File: config.mk
export PLATFORM = sky130hd
export DESIGN_NAME = lcd_timing_ctrl
export DESIGN_NICKNAME = d
export VERILOG_FILES = /design/src/rtl/lcd_pkg.sv /design/src/rtl/lcd_cmd_fifo.sv /design/src/rtl/lcd_timing_ctrl.sv
export SDC_FILE = /design/constraint.sdc
export NUM_CORES = 1
export LEC_CHECK = 0
export BUFFER_PORTS_ARGS = -buffer_cell sky130_fd_sc_hd__buf_2
export CORE_UTILIZATION = 55
export CTS_CLUSTER_DIAMETER = 200
export DETAILED_ROUTE_END_ITERATION = 8
export PLACE_DENSITY = 0.72
export SLEW_MARGIN = 30
export SYNTH_ARGS = -nofsm -noshare
export SYNTH_HDL_FRONTEND = slang
export SYNTH_SLANG_ARGS = --single-unit
File: constraint.sdc
create_clock -name CLK -period 5.91 [get_ports CLK]
set_input_delay 0.2955 -clock CLK [delete_from_list [all_inputs] [get_ports CLK]]
set_output_delay 0.2955 -clock CLK [all_outputs]
set_load 0.05 [all_outputs]
File: src/rtl/lcd_pkg.sv
// Shared types, constants and helpers for the HD44780 write-only timing controller.
package lcd_pkg;

    localparam int unsigned CNT_W          = 17;
    localparam int unsigned ENTRY_W        = 9;

    localparam int unsigned DEF_FIFO_DEPTH = 16;
    localparam int unsigned DEF_T_AS       = 4;
    localparam int unsigned DEF_T_PW       = 12;
    localparam int unsigned DEF_T_H        = 2;
    localparam int unsigned DEF_T_CMD      = 2000;
    localparam int unsigned DEF_T_CLR      = 82000;

    localparam logic [7:0] CMD_CLEAR = 8'h01;
    localparam logic [7:0] CMD_HOME  = 8'h02;
    // Return Home ignores bit 0, so 0x02 and 0x03 share this prefix.
    localparam logic [6:0] HOME_MASK = CMD_HOME[7:1];

    typedef enum logic [2:0] {
        ST_IDLE,
        ST_SETUP,
        ST_PULSE,
        ST_HOLD,
        ST_WAIT
    } lcd_state_e;

    typedef struct packed {
        logic       rs;
        logic [7:0] data;
    } lcd_entry_t;

    // Swap ASCII letter case on RAM data writes; everything else passes through.
    function automatic logic [7:0] case_swap(input logic en, input logic rs, input logic [7:0] data);
        logic alpha;
        alpha = ((data >= 8'h41) && (data <= 8'h5A)) || ((data >= 8'h61) && (data <= 8'h7A));
        return (en && rs && alpha) ? {data[7:6], ~data[5], data[4:0]} : data;
    endfunction

    // Clear Display and Return Home need the long execution wait.
    function automatic logic is_slow_cmd(input lcd_entry_t e);
        return !e.rs && ((e.data == CMD_CLEAR) || (e.data[7:1] == HOME_MASK));
    endfunction

endpackage

File: src/rtl/lcd_cmd_fifo.sv
// Synchronous show-ahead FIFO of {rs, data} entries with sticky overflow flag.
module lcd_cmd_fifo
    import lcd_pkg::*;
#(
    parameter int unsigned DEPTH = DEF_FIFO_DEPTH
) (
    input  logic               clk_i,
    input  logic               rst_ni,
    input  logic               push_i,
    input  logic               pop_i,
    input  logic [ENTRY_W-1:0] wdata_i,
    output logic [ENTRY_W-1:0] head_c_o,
    output logic               full_o,
    output logic               empty_o,
    output logic               overflow_o
);

    localparam int unsigned PTR_W = (DEPTH > 1) ? $clog2(DEPTH) : 1;
    localparam int unsigned CNT_F = PTR_W + 1;

    logic [ENTRY_W-1:0] mem_q [DEPTH];
    logic [PTR_W-1:0]   wr_ptr_q, rd_ptr_q;
    logic [CNT_F-1:0]   count_q, count_d;
    logic               full_q, empty_q, ovf_q;
    logic               do_push, do_pop;

    // A pop frees a slot in the same cycle, so a push at full is still accepted.
    assign do_pop  = pop_i && !empty_q;
    assign do_push = push_i && (!full_q || do_pop);

    always_comb begin
        count_d = count_q;
        if (do_push && !do_pop) begin
            count_d = count_q + CNT_F'(1);
        end else if (!do_push && do_pop) begin
            count_d = count_q - CNT_F'(1);
        end
    end

    always_ff @(posedge clk_i or negedge rst_ni) begin
        if (!rst_ni) begin
            wr_ptr_q <= '0;
            rd_ptr_q <= '0;
            count_q  <= '0;
            full_q   <= 1'b0;
            empty_q  <= 1'b1;
            ovf_q    <= 1'b0;
        end else begin
            if (do_push) wr_ptr_q <= wr_ptr_q + PTR_W'(1);
            if (do_pop)  rd_ptr_q <= rd_ptr_q + PTR_W'(1);
            count_q <= count_d;
            full_q  <= (count_d == CNT_F'(DEPTH));
            empty_q <= (count_d == '0);
            ovf_q   <= ovf_q | (push_i && full_q && !do_pop);
        end
    end

    always_ff @(posedge clk_i) begin
        if (do_push) mem_q[wr_ptr_q] <= wdata_i;
    end

    assign head_c_o   = mem_q[rd_ptr_q];
    assign full_o     = full_q;
    assign empty_o    = empty_q;
    assign overflow_o = ovf_q;

endmodule

File: src/rtl/lcd_timing_ctrl.sv
// Queues CPU writes to a 16x2 HD44780 panel and replays them with setup, enable,
// hold and execution-wait timing so software never polls busy.
module lcd_timing_ctrl
    import lcd_pkg::*;
#(
    parameter int unsigned FIFO_DEPTH = DEF_FIFO_DEPTH,
    parameter int unsigned T_AS       = DEF_T_AS,
    parameter int unsigned T_PW       = DEF_T_PW,
    parameter int unsigned T_H        = DEF_T_H,
    parameter int unsigned T_CMD      = DEF_T_CMD,
    parameter int unsigned T_CLR      = DEF_T_CLR,
    parameter bit          CASE_SWAP  = 1'b1
) (
    input  logic       CLK,
    input  logic       nRESET,
    input  logic       wr_stb,
    input  logic       wr_rs,
    input  logic [7:0] wr_data,
    output logic       fifo_full,
    output logic       overflow,
    output logic       busy,
    output logic       LCD_RS,
    output logic       LCD_RW,
    output logic       LCD_E,
    output logic [7:0] LCD_DATA
);

    localparam logic [CNT_W-1:0] LD_AS  = CNT_W'(T_AS - 1);
    localparam logic [CNT_W-1:0] LD_PW  = CNT_W'(T_PW - 1);
    localparam logic [CNT_W-1:0] LD_H   = CNT_W'(T_H - 1);
    localparam logic [CNT_W-1:0] LD_CMD = CNT_W'(T_CMD - 1);
    localparam logic [CNT_W-1:0] LD_CLR = CNT_W'(T_CLR - 1);

    lcd_state_e       state_q;
    logic [CNT_W-1:0] cnt_q;
    logic             cnt_zero;
    logic             rs_q, e_q, slow_q;
    logic [7:0]       data_q;
    logic             in_vld_q;
    lcd_entry_t       in_q;
    lcd_entry_t       head;
    logic             fifo_empty;
    logic             pop_c;

    // Decoder strobe is registered once before entering the queue.
    always_ff @(posedge CLK or negedge nRESET) begin
        if (!nRESET) begin
            in_vld_q <= 1'b0;
            in_q     <= '0;
        end else begin
            in_vld_q <= wr_stb;
            if (wr_stb) in_q <= '{rs: wr_rs, data: wr_data};
        end
    end

    lcd_cmd_fifo #(
        .DEPTH (FIFO_DEPTH)
    ) u_fifo (
        .clk_i      (CLK),
        .rst_ni     (nRESET),
        .push_i     (in_vld_q),
        .pop_i      (pop_c),
        .wdata_i    (in_q),
        .head_c_o   (head),
        .full_o     (fifo_full),
        .empty_o    (fifo_empty),
        .overflow_o (overflow)
    );

    assign pop_c    = (state_q == ST_IDLE) && !fifo_empty;
    assign cnt_zero = (cnt_q == '0);

    // Per-entry sequencer: setup, enable pulse, hold, then execution wait.
    always_ff @(posedge CLK or negedge nRESET) begin
        if (!nRESET) begin
            state_q <= ST_IDLE;
            cnt_q   <= '0;
            rs_q    <= 1'b0;
            data_q  <= '0;
            e_q     <= 1'b0;
            slow_q  <= 1'b0;
        end else begin
            case (state_q)
                ST_IDLE: begin
                    if (pop_c) begin
                        rs_q    <= head.rs;
                        data_q  <= case_swap(CASE_SWAP, head.rs, head.data);
                        slow_q  <= is_slow_cmd(head);
                        cnt_q   <= LD_AS;
                        state_q <= ST_SETUP;
                    end
                end
                ST_SETUP: begin
                    if (cnt_zero) begin
                        cnt_q   <= LD_PW;
                        e_q     <= 1'b1;
                        state_q <= ST_PULSE;
                    end else begin
                        cnt_q <= cnt_q - CNT_W'(1);
                    end
                end
                ST_PULSE: begin
                    if (cnt_zero) begin
                        cnt_q   <= LD_H;
                        e_q     <= 1'b0;
                        state_q <= ST_HOLD;
                    end else begin
                        cnt_q <= cnt_q - CNT_W'(1);
                    end
                end
                ST_HOLD: begin
                    if (cnt_zero) begin
                        cnt_q   <= slow_q ? LD_CLR : LD_CMD;
                        state_q <= ST_WAIT;
                    end else begin
                        cnt_q <= cnt_q - CNT_W'(1);
                    end
                end
                ST_WAIT: begin
                    if (cnt_zero) begin
                        state_q <= ST_IDLE;
                    end else begin
                        cnt_q <= cnt_q - CNT_W'(1);
                    end
                end
                default: state_q <= ST_IDLE;
            endcase
        end
    end

    assign busy     = (state_q != ST_IDLE) || !fifo_empty;
    assign LCD_RS   = rs_q;
    assign LCD_RW   = 1'b0;
    assign LCD_E    = e_q;
    assign LCD_DATA = data_q;

endmodule

==> results of run 1 <==
## worst min path at each step
stage,start,endpoint,slack [ns],depth (start not counted)
after floorplan,nRESET,LCD_DATA[0]$_DFFE_PN0P_,-0.00009,0
after global placement,nRESET,cnt_q[5]$_DFFE_PN0P_,0.31,1
after detailed placement,nRESET,cnt_q[5]$_DFFE_PN0P_,0.32,1
after CTS,wr_data[4],in_q[4]$_DFFE_PN0P_,0.01,2
after global routing,wr_data[0],in_q[0]$_DFFE_PN0P_,0.02,2
final,wr_data[6],in_q[6]$_DFFE_PN0P_,0.03,2
## per-stage QoR
| stage | instance area (sq um) | hold slack (ns) |
|---|---|---|
| 2_1_floorplan | 8570 | -0.0000911 |
| 3_3_place_gp | 8800 | 0.308 |
| 3_5_place_dp | 8820 | 0.321 |
| 4_1_cts | 9610 | 0.0141 |
| 5_1_grt | 9610 | 0.0209 |
| 6_report | 9610 | 0.0254 |
## synth_stat cells, drive strengths merged, types with 5 or more instances
| master | n | area share, % |
|---|---|---|
| nor4 | 5 | 0.61 |
| a22oi | 12 | 1.1 |
| o31ai | 6 | 0.53 |
| o21ai | 21 | 1.2 |
| buf | 18 | 1.3 |
| nor2 | 45 | 2.0 |
| edfxtp | 144 | 50 |
| dfrtp | 56 | 16 |
| mux2 | 9 | 1.2 |
| nand2 | 60 | 2.6 |
| nand3 | 7 | 0.41 |
| xnor2 | 11 | 1.1 |
| nand2b | 5 | 0.37 |
| or3 | 6 | 0.44 |
| mux4 | 40 | 11 |
| nor3 | 13 | 0.89 |
| a21oi | 13 | 0.76 |
| inv | 8 | 0.35 |
| ha | 8 | 1.2 |
| nor3b | 5 | 0.50 |
| clkbuf | 11 | 0.48 |
## kinds of logic after synthesis
group	synth area share [%]
simple gates	9.62
flops	67.1
mux	12.1
compound gates	6.19
fa+ha+maj	1.30
xor+xnor	1.53
buf+inv	2.12
other cells	0.0438
## metal layers
| metal | track usage (%) | share of wire [%] | vias to the layer above | wire, microns |
|---|---|---|---|---|
| li1 | - | - | 2186 | - |
| met1 | 30.5 | 44 | 2447 | 7250 |
| met2 | 35.2 | 48 | 188 | 8000 |
| met3 | 3.42 | 5.2 | 31 | 867 |
| met4 | 6.30 | 2.5 | 0 | 412 |
| met5 | 0 | 0 | - | 0 |
## registers in the layout, summed over array words and instances (netlist names)
name	flops
u_fifo.full_o	1
u_fifo.empty_o	1
cnt_q	17
slow_q	1
u_fifo.overflow_o	1
in_vld_q	1
u_fifo.mem_q	144
LCD_RS	1
LCD_E	1
u_fifo.wr_ptr_q	4
LCD_DATA	8
in_q	9
u_fifo.rd_ptr_q	4
u_fifo.count_q	5
state_q	3
## critical path, cell delays in order (launching register included)
cell,delay (ns)
dfrtp_1,0.55
or2_1,0.44
or3_1,0.67
a21boi_4,0.42
nand2_1,0.22
nor2_1,0.73
## what timing repair did
action,in CTS,in global routing
hold endpoints to repair,25,0
setup buffers,0,0
hold buffers,1,0
## power groups by stage
stage / clock, mW / sequential [mW] / combinational, mW
floorplan: 0 / 1.79 / 0.231
global placement: 0 / 1.81 / 0.304
detailed placement: 0 / 1.83 / 0.317
CTS: 1.46 / 1.80 / 0.320
global route: 1.52 / 1.81 / 0.349
finish: 1.44 / 1.80 / 0.315
## area by class of cell
cell class / instances / area, sq um / area share (%)
Clock inverter: 14 / 208 / 2.16
Tap cell: 188 / 235 / 2.45
Sequential cell: 201 / 5750 / 59.8
Clock buffer: 25 / 572 / 5.95
Timing Repair Buffer: 28 / 153 / 1.59
Inverter: 8 / 30.0 / 0.312
Multi-Input combinational cell: 322 / 2660 / 27.7
==> impl_results.md, run 1 <==
- Number of rows created at floorplan: 45
- Initial antenna violation count: 0
- Final count of negative-setup-slack endpoints: 0
- R2r worst-path depth: 5
- Post-layout minimum cycle time: 3.40 ns
- Clock Root Buffer: clkbuf_16
- Final Hold Fails: 0
- Number of gates given a new drive strength after cts: 0
- Most used flip-flop cell after synthesis: edfxtp_1
- Overall Power: 3.56 mW
- Post-synthesis net count: 580
- Initial DRT Pass Iterations: 5
- Buffers from clock root to sink, at most: 3
- Max Clock Freq: a little under 0.3 GHz
- Final Cycle Share: a little under three fifths
- Switching power summed over all nets: around 0.84 mW
- Flip-flop and latch count after synthesis: ~200
- Overflow left after global routing: 0
- Total half-perimeter wirelength after legalization and detailed placement: between 10000 and 15000 microns
- Sequential cell area fraction in the yosys report: around two thirds
- Number of global-route vias before repair: ~4800
- Area Overhead vs Synth: 12.2%
- Type of element launching the critical path: register
- Critical path launch point: state_q[1]$_DFFE_PN0P_
- Internal portion of total power: 2.72 mW
- Clock latency on the worst-skew pair: 0.50 ns
- Number of vias after detailed routing: 4852
- Critical path arrival: roughly 3.5 ns
- Dpl ws: roughly 2.5 ns
- Power density over the cells: between 300 and 400 nW/um^2
- Core area: between 15000 and 20000 sq um
- Net switching share of the total power: 23.5%
- Fraction of final layout cells with drive strength greater than 1: between 20% and 30%
- Pin count of the biggest net entering global routing: 40
- Flop-to-flop setup slack: roughly 2.5 ns
- Max-cap violation count: 0
- Boundary Pins: 26
- Critical path type: reg -> reg
- DR vias/cell: between 6 and 7
- Worst setup EP type: register
- Remaining number of nets flagged by the antenna check after routing: 0
- Gate Count Post-Synth: 560
- Clock share of power: roughly two fifths
- Relative slew slack: roughly two fifths
- Startpoint of the worst register-to-register path: state_q[1]$_DFFE_PN0P_
- Global-route wire length before repair: approximately 26000 microns
- IO buf count: 24
- CTS tree: done
- Unrepaired setup endpoints after global routing: false
- Avg Synthesized Cell Area: between 15 and 20 sq um
- Peak fanout along the critical path: 17
- Worst min path class: in -> reg
- Synth Warn #: 0
- Post-layout instance count excluding filler cells: between 700 and 800
- Horiz. Die Dim: ~130 microns
- Leading cell type in the layout, fill and taps excluded: edfxtp_1
- Maximum clock skew at final layout: just under 0.01 ns
- Final core area utilization: between 60% and 70%
- Iteration-0 DRC count of the detailed router: around 430
- Routed wire length per instance: between 20 and 25 microns
- Crit path setup slack, layout: about 2.5 ns
- Most used cells in the layout excluding fill and tap cells: edfxtp_1, nand2_1, dfrtp_1
- Clk pin slew, worst setup/hold paths: 0.06 ns
- Layout net count: roughly 600
- Worst setup path endpoint: u_fifo.mem_q[11][8]$_DFFE_PP_
- Final-layout setup total negative slack: 0 ns
- Tightest Pin Transition: roughly 0.93 ns
- Routed wire length: about 17000 microns
- Number of design rule violations left after detail routing: 0
- Die area: 16100 sq um
- Clock sink count: 201
- CTS Buf Count: 22
- EDFF count, synth: approximately 140
- Antenna cell count: 0
- Vertical die dimension: roughly 130 microns
- Worst voltage drop across the vdd grid: about 0.00020 V
- Total of fill cells in the finished design: roughly 1100
- Max-slew violations: 0
- Unique masters post-synth: 62
- RePlAce Congestion: ~0.85
- Total routing usage reported by global routing: 21.6%
- Inst Count DP: ~750
- Flop pwr share: 50.6%
- Worst endpoint required time: just over 6 ns
- Pleak: 3.42 nW
- H-tree levels: 1
- Combinational power share: under 10%
- Result of the run: complete, no violations
- Combined area of all synthesized cells: 8570 sq um
- Initial standard-cell utilization of the core: 56.4%
- Fraction of registers with async set or reset after synthesis: between 20% and 30%
- Critical R2R Capture: u_fifo.mem_q[11][8]$_DFFE_PP_
(Power assumes the default switching activity.)
==> run 2: changes to the inputs <==
- clock period: 5.91 -> 3.5 ns (I/O delays scaled with it)
==> run 2 against run 1 <==
- register-to-register slack lost 1.9 ns
- clock power up 54%
- critical path type unchanged
- highest routed layer is now met5
- global-route usage is 1.6 points higher
- largest power group unchanged
- largest cell class unchanged
- critical endpoint is now LCD_DATA[5]$_DFFE_PN0P_
==> impl_results.md, run 2 (same netlist as run 1, synthesis figures left out) <==
- CTS tree: done
- Result of the run: complete, no violations
- Most common cell type on the critical path: nand2_1
- IO buf count: 24 (unchanged)
- Placed Instance Area: 9030 sq um (+2.4%)
- Top cell family by delay on the critical path: flip-flops
- Clock sink count: 201 (unchanged)
- Most used cells in the layout excluding fill and tap cells: edfxtp_1, nand2_1, dfrtp_1
- Worst endpoint required time: 3.88 ns (-2.15 ns)
- Number of gates given a new drive strength after cts: 0 (unchanged)
- Worst setup EP type: register
- Initial DRT Pass Iterations: 5 (unchanged)
- Leading cell type in the layout, fill and taps excluded: edfxtp_1
- Final Hold Fails: 0 (unchanged)
- Post-CTS Hold Buffers: 11 (+10)
- CTS Buf Count: 21 (-4.5%)
- Vertical die dimension: 127 microns (unchanged)
- Number of flip-flops under the largest register name: 144 (unchanged)
- Largest stage delay on the critical path: 0.90 ns (+0.17 ns)
- Remaining number of nets flagged by the antenna check after routing: 0 (unchanged)
- Layout net count: 642 (+6.5%)
- Number of rows created at floorplan: 45 (unchanged)
- Clock Root Buffer: clkbuf_16
- GRT met1 Usage: 31.5% (+1.0 points)
- Max Clock Freq: 0.347 GHz (+18%)
- Peak fanout along the critical path: 17 (unchanged)
- Iteration-0 DRC count of the detailed router: 502 (+18%)
- Worst hold slack: 0.235 ns (+0.210 ns)
- Cell at the slowest stage of the critical path: dfrtp_1
- Buffers from clock root to sink, at most: 3 (unchanged)
- Core area: 15200 sq um (unchanged)
- Tightest Pin Transition: 0.863 ns (-0.0634 ns)
- Relative slew slack: 42.5% (+4.2 points)
- Pleak: 3.58 nW (+4.6%)
- Routed wire length per instance: 21.2 microns (+0.73%)
- Worst voltage drop across the vdd grid: 0.000362 V (+80%)
- CP Buf/Inv Count: 1 (+1)
- Cell-by-cell listing of the critical path: buf_4, mux4_2, a22oi_1, nand2_1, nor3_1, a211oi_1, mux2i_1, nand2_1
- Clock latency on the worst-skew pair: 0.49 ns (about the same)
- Met2 capacity usage during global routing: 37.7% (+2.4 points)
- Die area: 16100 sq um (unchanged)
- Number of design rule violations left after detail routing: 0 (unchanged)
- Area Overhead vs Synth: 14.8%
- Max-cap violation count: 0 (unchanged)
- Critical path arrival: 3.26 ns (-0.26 ns)
- DR vias/cell: 6.11 (-1.0%)
- Clk pin slew, worst setup/hold paths: 0.06 ns (about the same)
- Boundary Pins: 26 (unchanged)
- Routed wire length: 17500 microns (+5.6%)
- Type of element launching the critical path: register
- Critical path type: reg -> reg
- Number of global-route vias before repair: 5088 (+6.5%)
- RePlAce Congestion: 0.895 (+5.3%)
- Unrepaired setup endpoints after global routing: false
- Final-layout setup total negative slack: 0 ns (unchanged)
- Register name with the most flops: u_fifo.mem_q
- Horiz. Die Dim: 127 microns (unchanged)
- Final count of negative-setup-slack endpoints: 0 (unchanged)
- Final Cycle Share: 82.3% (+25 points)
- Post-layout instance count excluding filler cells: 824 (+4.8%)
- Total half-perimeter wirelength after legalization and detailed placement: 11500 microns (+6.7%)
- # Post-CTS Setup Buffers: 0 (unchanged)
- Initial antenna violation count: 2 (+2)
- Met3 Use GR: 4.81% (+1.4 points)
- Post-layout minimum cycle time: 2.88 ns (-0.523 ns)
- Power density over the cells: 593 nW/um^2 (+60%)
- Number of vias after detailed routing: 5034 (+3.8%)
- Antenna cell count: 0 (unchanged)
- Global-route wire length before repair: 27900 microns (+6.4%)
- Largest regs: u_fifo.mem_q: 144 flops, cnt_q: 17 flops, in_q: 9 flops
- Inst Count DP: 776 (+4.0%)
- Initial standard-cell utilization of the core: 56.4% (unchanged)
- Total routing usage reported by global routing: 23.2% (+1.6 points)
- Pin count of the biggest net entering global routing: 33 (-18%)
- H-tree levels: 1 (unchanged)
- Max-slew violations: 0 (unchanged)
- Overflow left after global routing: 0 (unchanged)
- Maximum clock skew at final layout: 0.0127 ns (+0.00302 ns)
- Worst min path class: in -> async
- Highest-utilization routing layer at the global route stage: met2
- Final cell area excluding filler cells: 9830 sq um (+2.3%)
- Fraction of final layout cells with drive strength greater than 1: 23.3% (+1.7 points)
-- run 2: final timing paths --
kind	cells past startpoint	slack, ns	from	to
min	2	0.24	nRESET	LCD_DATA[0]$_DFFE_PN0P_
max	8	0.62	u_fifo.rd_ptr_q[1]$_DFFE_PN0P_	LCD_DATA[5]$_DFFE_PN0P_
min reg2reg	2	0.47	LCD_DATA[0]$_DFFE_PN0P_	LCD_DATA[0]$_DFFE_PN0P_
max in group asynchronous	3	2.36	nRESET	u_fifo.empty_o$_DFF_PN1_
max reg2reg	8	0.62	u_fifo.rd_ptr_q[1]$_DFFE_PN0P_	LCD_DATA[5]$_DFFE_PN0P_
min in group CLK	3	0.45	wr_data[2]	in_q[2]$_DFFE_PN0P_
-- run 2: routing by layer --
metal	part of all wire, %	vias up
met3	5.8	35
met2	49	162
met4	2.6	2
met5	0.074	-
met1	43	2568
li1	-	2267
-- run 2: through the flow --
step / utilization (%) / setup slack, ns / power [mW]
finish: 64.7 / 0.621 / 5.83
global placement: 59.4 / 0.789 / 3.60
detailed placement: 59.4 / 0.713 / 3.65
global route: 64.7 / 0.467 / 6.04
floorplan: - / 0.727 / 3.41
CTS: 64.7 / 0.638 / 5.88
-- run 2: where the power goes --
group | total [mW] | internal, mW | leakage, nW | switching [mW]
Clock | 2.22 | 1.37 | 0.339 | 0.851
Sequential | 3.02 | 2.84 | 2.00 | 0.183
Combinational | 0.583 | 0.239 | 1.24 | 0.344
-- run 2: cell type report --
class                      count  area (sq um)
clock buffer                  30           579
clock inverter                 7           110
fill                        1091          5370
inverter                       8          30.0
multi-input combinational    322          2640
sequential                   201          5750
tap                          188           235
timing repair buffer          68           490
-- run 2: worst reg2reg max path, cell delays in order (launching register included) --
cell and delay [ns]:
dfrtp_1 0.90, buf_4 0.31, mux4_2 0.34, a22oi_1 0.40
nand2_1 0.17, nor3_1 0.28, a211oi_1 0.15, mux2i_1 0.16
nand2_1 0.06
==> run 3: changes to the inputs <==
- PLACE_DENSITY: 0.72 -> 0.75
- clock period: 3.5 -> 2.5 ns (I/O delays scaled with it)
==> run 3 against run 2 <==
- hold slack got worse by 0.037 ns
- power rose by 40%
- register-to-register slack got worse by 0.54 ns
- clock skew fell by 0.0067 ns
- non-clock buffer count rose by 21
- via count rose by 3.6%
- count of clock-buffer cells in the layout fell by 5
- global-route usage rose by 0.27 points
- clock power rose by 39%
==> impl_results.md, run 3 (same netlist as run 1, synthesis figures left out) <==
- Type of element launching the critical path: register
- Largest stage delay on the critical path: 0.57 ns (-0.33 ns)
- Initial DRT Pass Iterations: 5 (unchanged)
- Post-layout minimum cycle time: 2.42 ns (-0.461 ns)
- Maximum clock skew at final layout: 0.00608 ns (-0.00667 ns)
- Number of design rule violations left after detail routing: 0 (unchanged)
- Remaining number of nets flagged by the antenna check after routing: 0 (unchanged)
- Routed wire length: 17900 microns (+2.7%)
- Max Clock Freq: 0.414 GHz (+19%)
- Max-slew violations: 0 (unchanged)
- Layout net count: 663 (+3.3%)
- Cell-by-cell listing of the critical path: or4_4, nor4_4, nand4b_1, buf_4, or3b_1, o21ai_0, a21oi_1, o21ai_1
- Max-cap violation count: 0 (unchanged)
- Internal portion of total power: 6.18 mW (+39%)
- Die area: 16100 sq um (unchanged)
- Number of global-route vias before repair: 5144 (+1.1%)
- Core area: 15200 sq um (unchanged)
- Combinational power share: 10.3% (+0.3 points)
- Initial standard-cell utilization of the core: 56.4% (unchanged)
- Relative slew slack: 55.5% (+13 points)
- Cell at the slowest stage of the critical path: or4_4
- Clock sink count: 201 (unchanged)
- Overall Power: 8.16 mW (+40%)
- Pleak: 3.70 nW (+3.4%)
- Largest regs: u_fifo.mem_q: 144 flops, cnt_q: 17 flops, in_q: 9 flops
- Tightest Pin Transition: 0.668 ns (-0.195 ns)
- Worst hold slack: 0.198 ns (-0.0372 ns)
- Total half-perimeter wirelength after legalization and detailed placement: 11600 microns (+0.14%)
- Fraction of final layout cells with drive strength greater than 1: 27.7% (+4.4 points)
- Peak fanout along the critical path: 6 (-11)
- Global-route wire length before repair: 28400 microns (+1.8%)
- Critical path arrival: 2.83 ns (-0.43 ns)
- Initial antenna violation count: 0 (-2)
- Overflow left after global routing: 0 (unchanged)
- H-tree levels: 1 (unchanged)
- Final core area utilization: 66.3% (+1.6 points)
- Final count of negative-setup-slack endpoints: 0 (unchanged)
- Flop-to-flop setup slack: 0.08 ns (-0.54 ns)
- Clock Root Buffer: clkbuf_16
- Worst voltage drop across the vdd grid: 0.000578 V (+60%)
- Iteration-0 DRC count of the detailed router: 424 (-16%)
- DR vias/cell: 6.16 (+0.90%)
- IO buf count: 24 (unchanged)
- CTS tree: done
- Boundary Pins: 26 (unchanged)
- Critical path type: reg -> reg
- Buffers from clock root to sink, at most: 3 (unchanged)
- Flop pwr share: 52.0% (about the same)
- Vertical die dimension: 127 microns (unchanged)
- Switching power summed over all nets: 1.98 mW (+44%)
- Clk pin slew, worst setup/hold paths: 0.06 ns (about the same)
- Top cell family by delay on the critical path: simple AND/OR/NAND/NOR gates
- Horiz. Die Dim: 127 microns (unchanged)
- Number of flip-flops under the largest register name: 144 (unchanged)
- Most used cells in the layout excluding fill and tap cells: edfxtp_1, nand2_1, dfrtp_1
- Worst min path class: in -> async
- Register name with the most flops: u_fifo.mem_q
- Final-layout setup total negative slack: 0 ns (unchanged)
- Clock share of power: 37.7% (-0.4 points)
- Power density over the cells: 810 nW/um^2 (+37%)
- Antenna cell count: 0 (unchanged)
- Unrepaired setup endpoints after global routing: true
- Number of vias after detailed routing: 5215 (+3.6%)
- Post-layout instance count excluding filler cells: 846 (+2.7%)
- Final Hold Fails: 0 (unchanged)
- R2r worst-path depth: 8 (unchanged)
- Total of fill cells in the finished design: 1010 (-7.4%)
- Result of the run: complete, no violations
- Area Overhead vs Synth: 17.6%
- Routed wire length per instance: 21.2 microns (about the same)
- CTS Buf Count: 21 (unchanged)
- Total routing usage reported by global routing: 23.5% (+0.27 points)
- RePlAce Congestion: 0.918 (+2.6%)
- Net switching share of the total power: 24.2% (+0.60 points)
- Worst setup EP type: register
- Startpoint of the worst register-to-register path: cnt_q[6]$_DFFE_PN0P_
- Worst endpoint required time: 2.92 ns (-0.96 ns)
- Critical R2R Capture: cnt_q[7]$_DFFE_PN0P_
- Number of rows created at floorplan: 45 (unchanged)
- Pin count of the biggest net entering global routing: 31 (-6.1%)
- CP Buf/Inv Count: 1 (unchanged)
- Final Cycle Share: 96.7% (+14 points)
- Inst Count DP: 794 (+2.3%)
- Clock latency on the worst-skew pair: 0.49 ns (about the same)
- Leading cell type in the layout, fill and taps excluded: edfxtp_1
run 3: changes by cell type in the layout (fill, tap and decap cells not counted), moves of 2 or more:
cell      previous run  this run
o21ai_0             20        16
buf_4               32        49
clkbuf_1             7         4
clkinv_2             4         6
clkinv_1             0         2
o21ai_1              1         5
nor3_1              12         7
clkbuf_8             2         0
nor3_2               0         5
buf_12               1         3
run 3: how the worst max path moves through the flow:
stage | start | end | slack [ns] | depth (start not counted)
2_1_floorplan | state_q[1]$_DFFE_PN0P_ | u_fifo.mem_q[15][0]$_DFFE_PP_ | -0.04 | 8
3_3_place_gp | cnt_q[0]$_DFFE_PN0P_ | cnt_q[7]$_DFFE_PN0P_ | 0.06 | 9
3_5_place_dp | cnt_q[0]$_DFFE_PN0P_ | cnt_q[7]$_DFFE_PN0P_ | -0.06 | 9
4_1_cts | u_fifo.rd_ptr_q[0]$_DFFE_PN0P_ | slow_q$_DFFE_PN0P_ | 0.03 | 6
5_1_grt | cnt_q[0]$_DFFE_PN0P_ | cnt_q[14]$_DFFE_PN0P_ | -0.04 | 11
6_report | cnt_q[6]$_DFFE_PN0P_ | cnt_q[7]$_DFFE_PN0P_ | 0.08 | 8
run 3: layout make-up:
cell class	instances	area [sq um]	share of cell area (%)
Clock inverter	13	144	1.43
Timing Repair Buffer	89	684	6.79
Sequential cell	201	5750	57.1
Inverter	8	30.0	0.298
Multi-Input combinational cell	322	2690	26.7
Tap cell	188	235	2.33
Clock buffer	25	541	5.37
run 3: stage by stage:
stage	setup WS [ns]	cell area, sq um
after global routing	-0.0439	10100
after detailed placement	-0.0597	9220
after floorplan	-0.0359	8600
final	0.0824	10100
after CTS	0.0277	10000
after global placement	0.0590	9220
run 3: layer usage:
layer / global-route usage (%) / routed length (microns) / vias to the layer above
met5: 0 / 0 / -
met4: 7.07 / 437 / 0
met3: 3.58 / 1230 / 39
met2: 39.4 / 8850 / 211
met1: 32.2 / 7400 / 2652
li1: - / - / 2313
run 3: what timing repair did:
action,4_1_cts,5_1_grt
gates resized for setup,2,11
hold buffers,11,0
setup endpoints to repair,2,12
setup buffers,0,3
pin swaps,0,2
endpoints found under the hold margin,37,0
cloned,0,0
run 3: power groups by stage:
stage / clock, mW / sequential, mW / combinational (mW)
detailed placement: 0 / 4.31 / 0.818
CTS: 3.12 / 4.24 / 0.842
global route: 3.27 / 4.28 / 0.919
floorplan: 0 / 4.22 / 0.562
finish: 3.08 / 4.24 / 0.837
global placement: 0 / 4.27 / 0.787
run 3: worst register-to-register path: cells and delay by family, from the launching register on:
| family | cells | cell delay, ns |
|---|---|---|
| buffers and inverters | 1 | 0.21 |
| and+or+nand+nor | 4 | 1.40 |
| AOI/OAI and AO/OA | 3 | 0.31 |
| DFF | 1 | 0.42 |
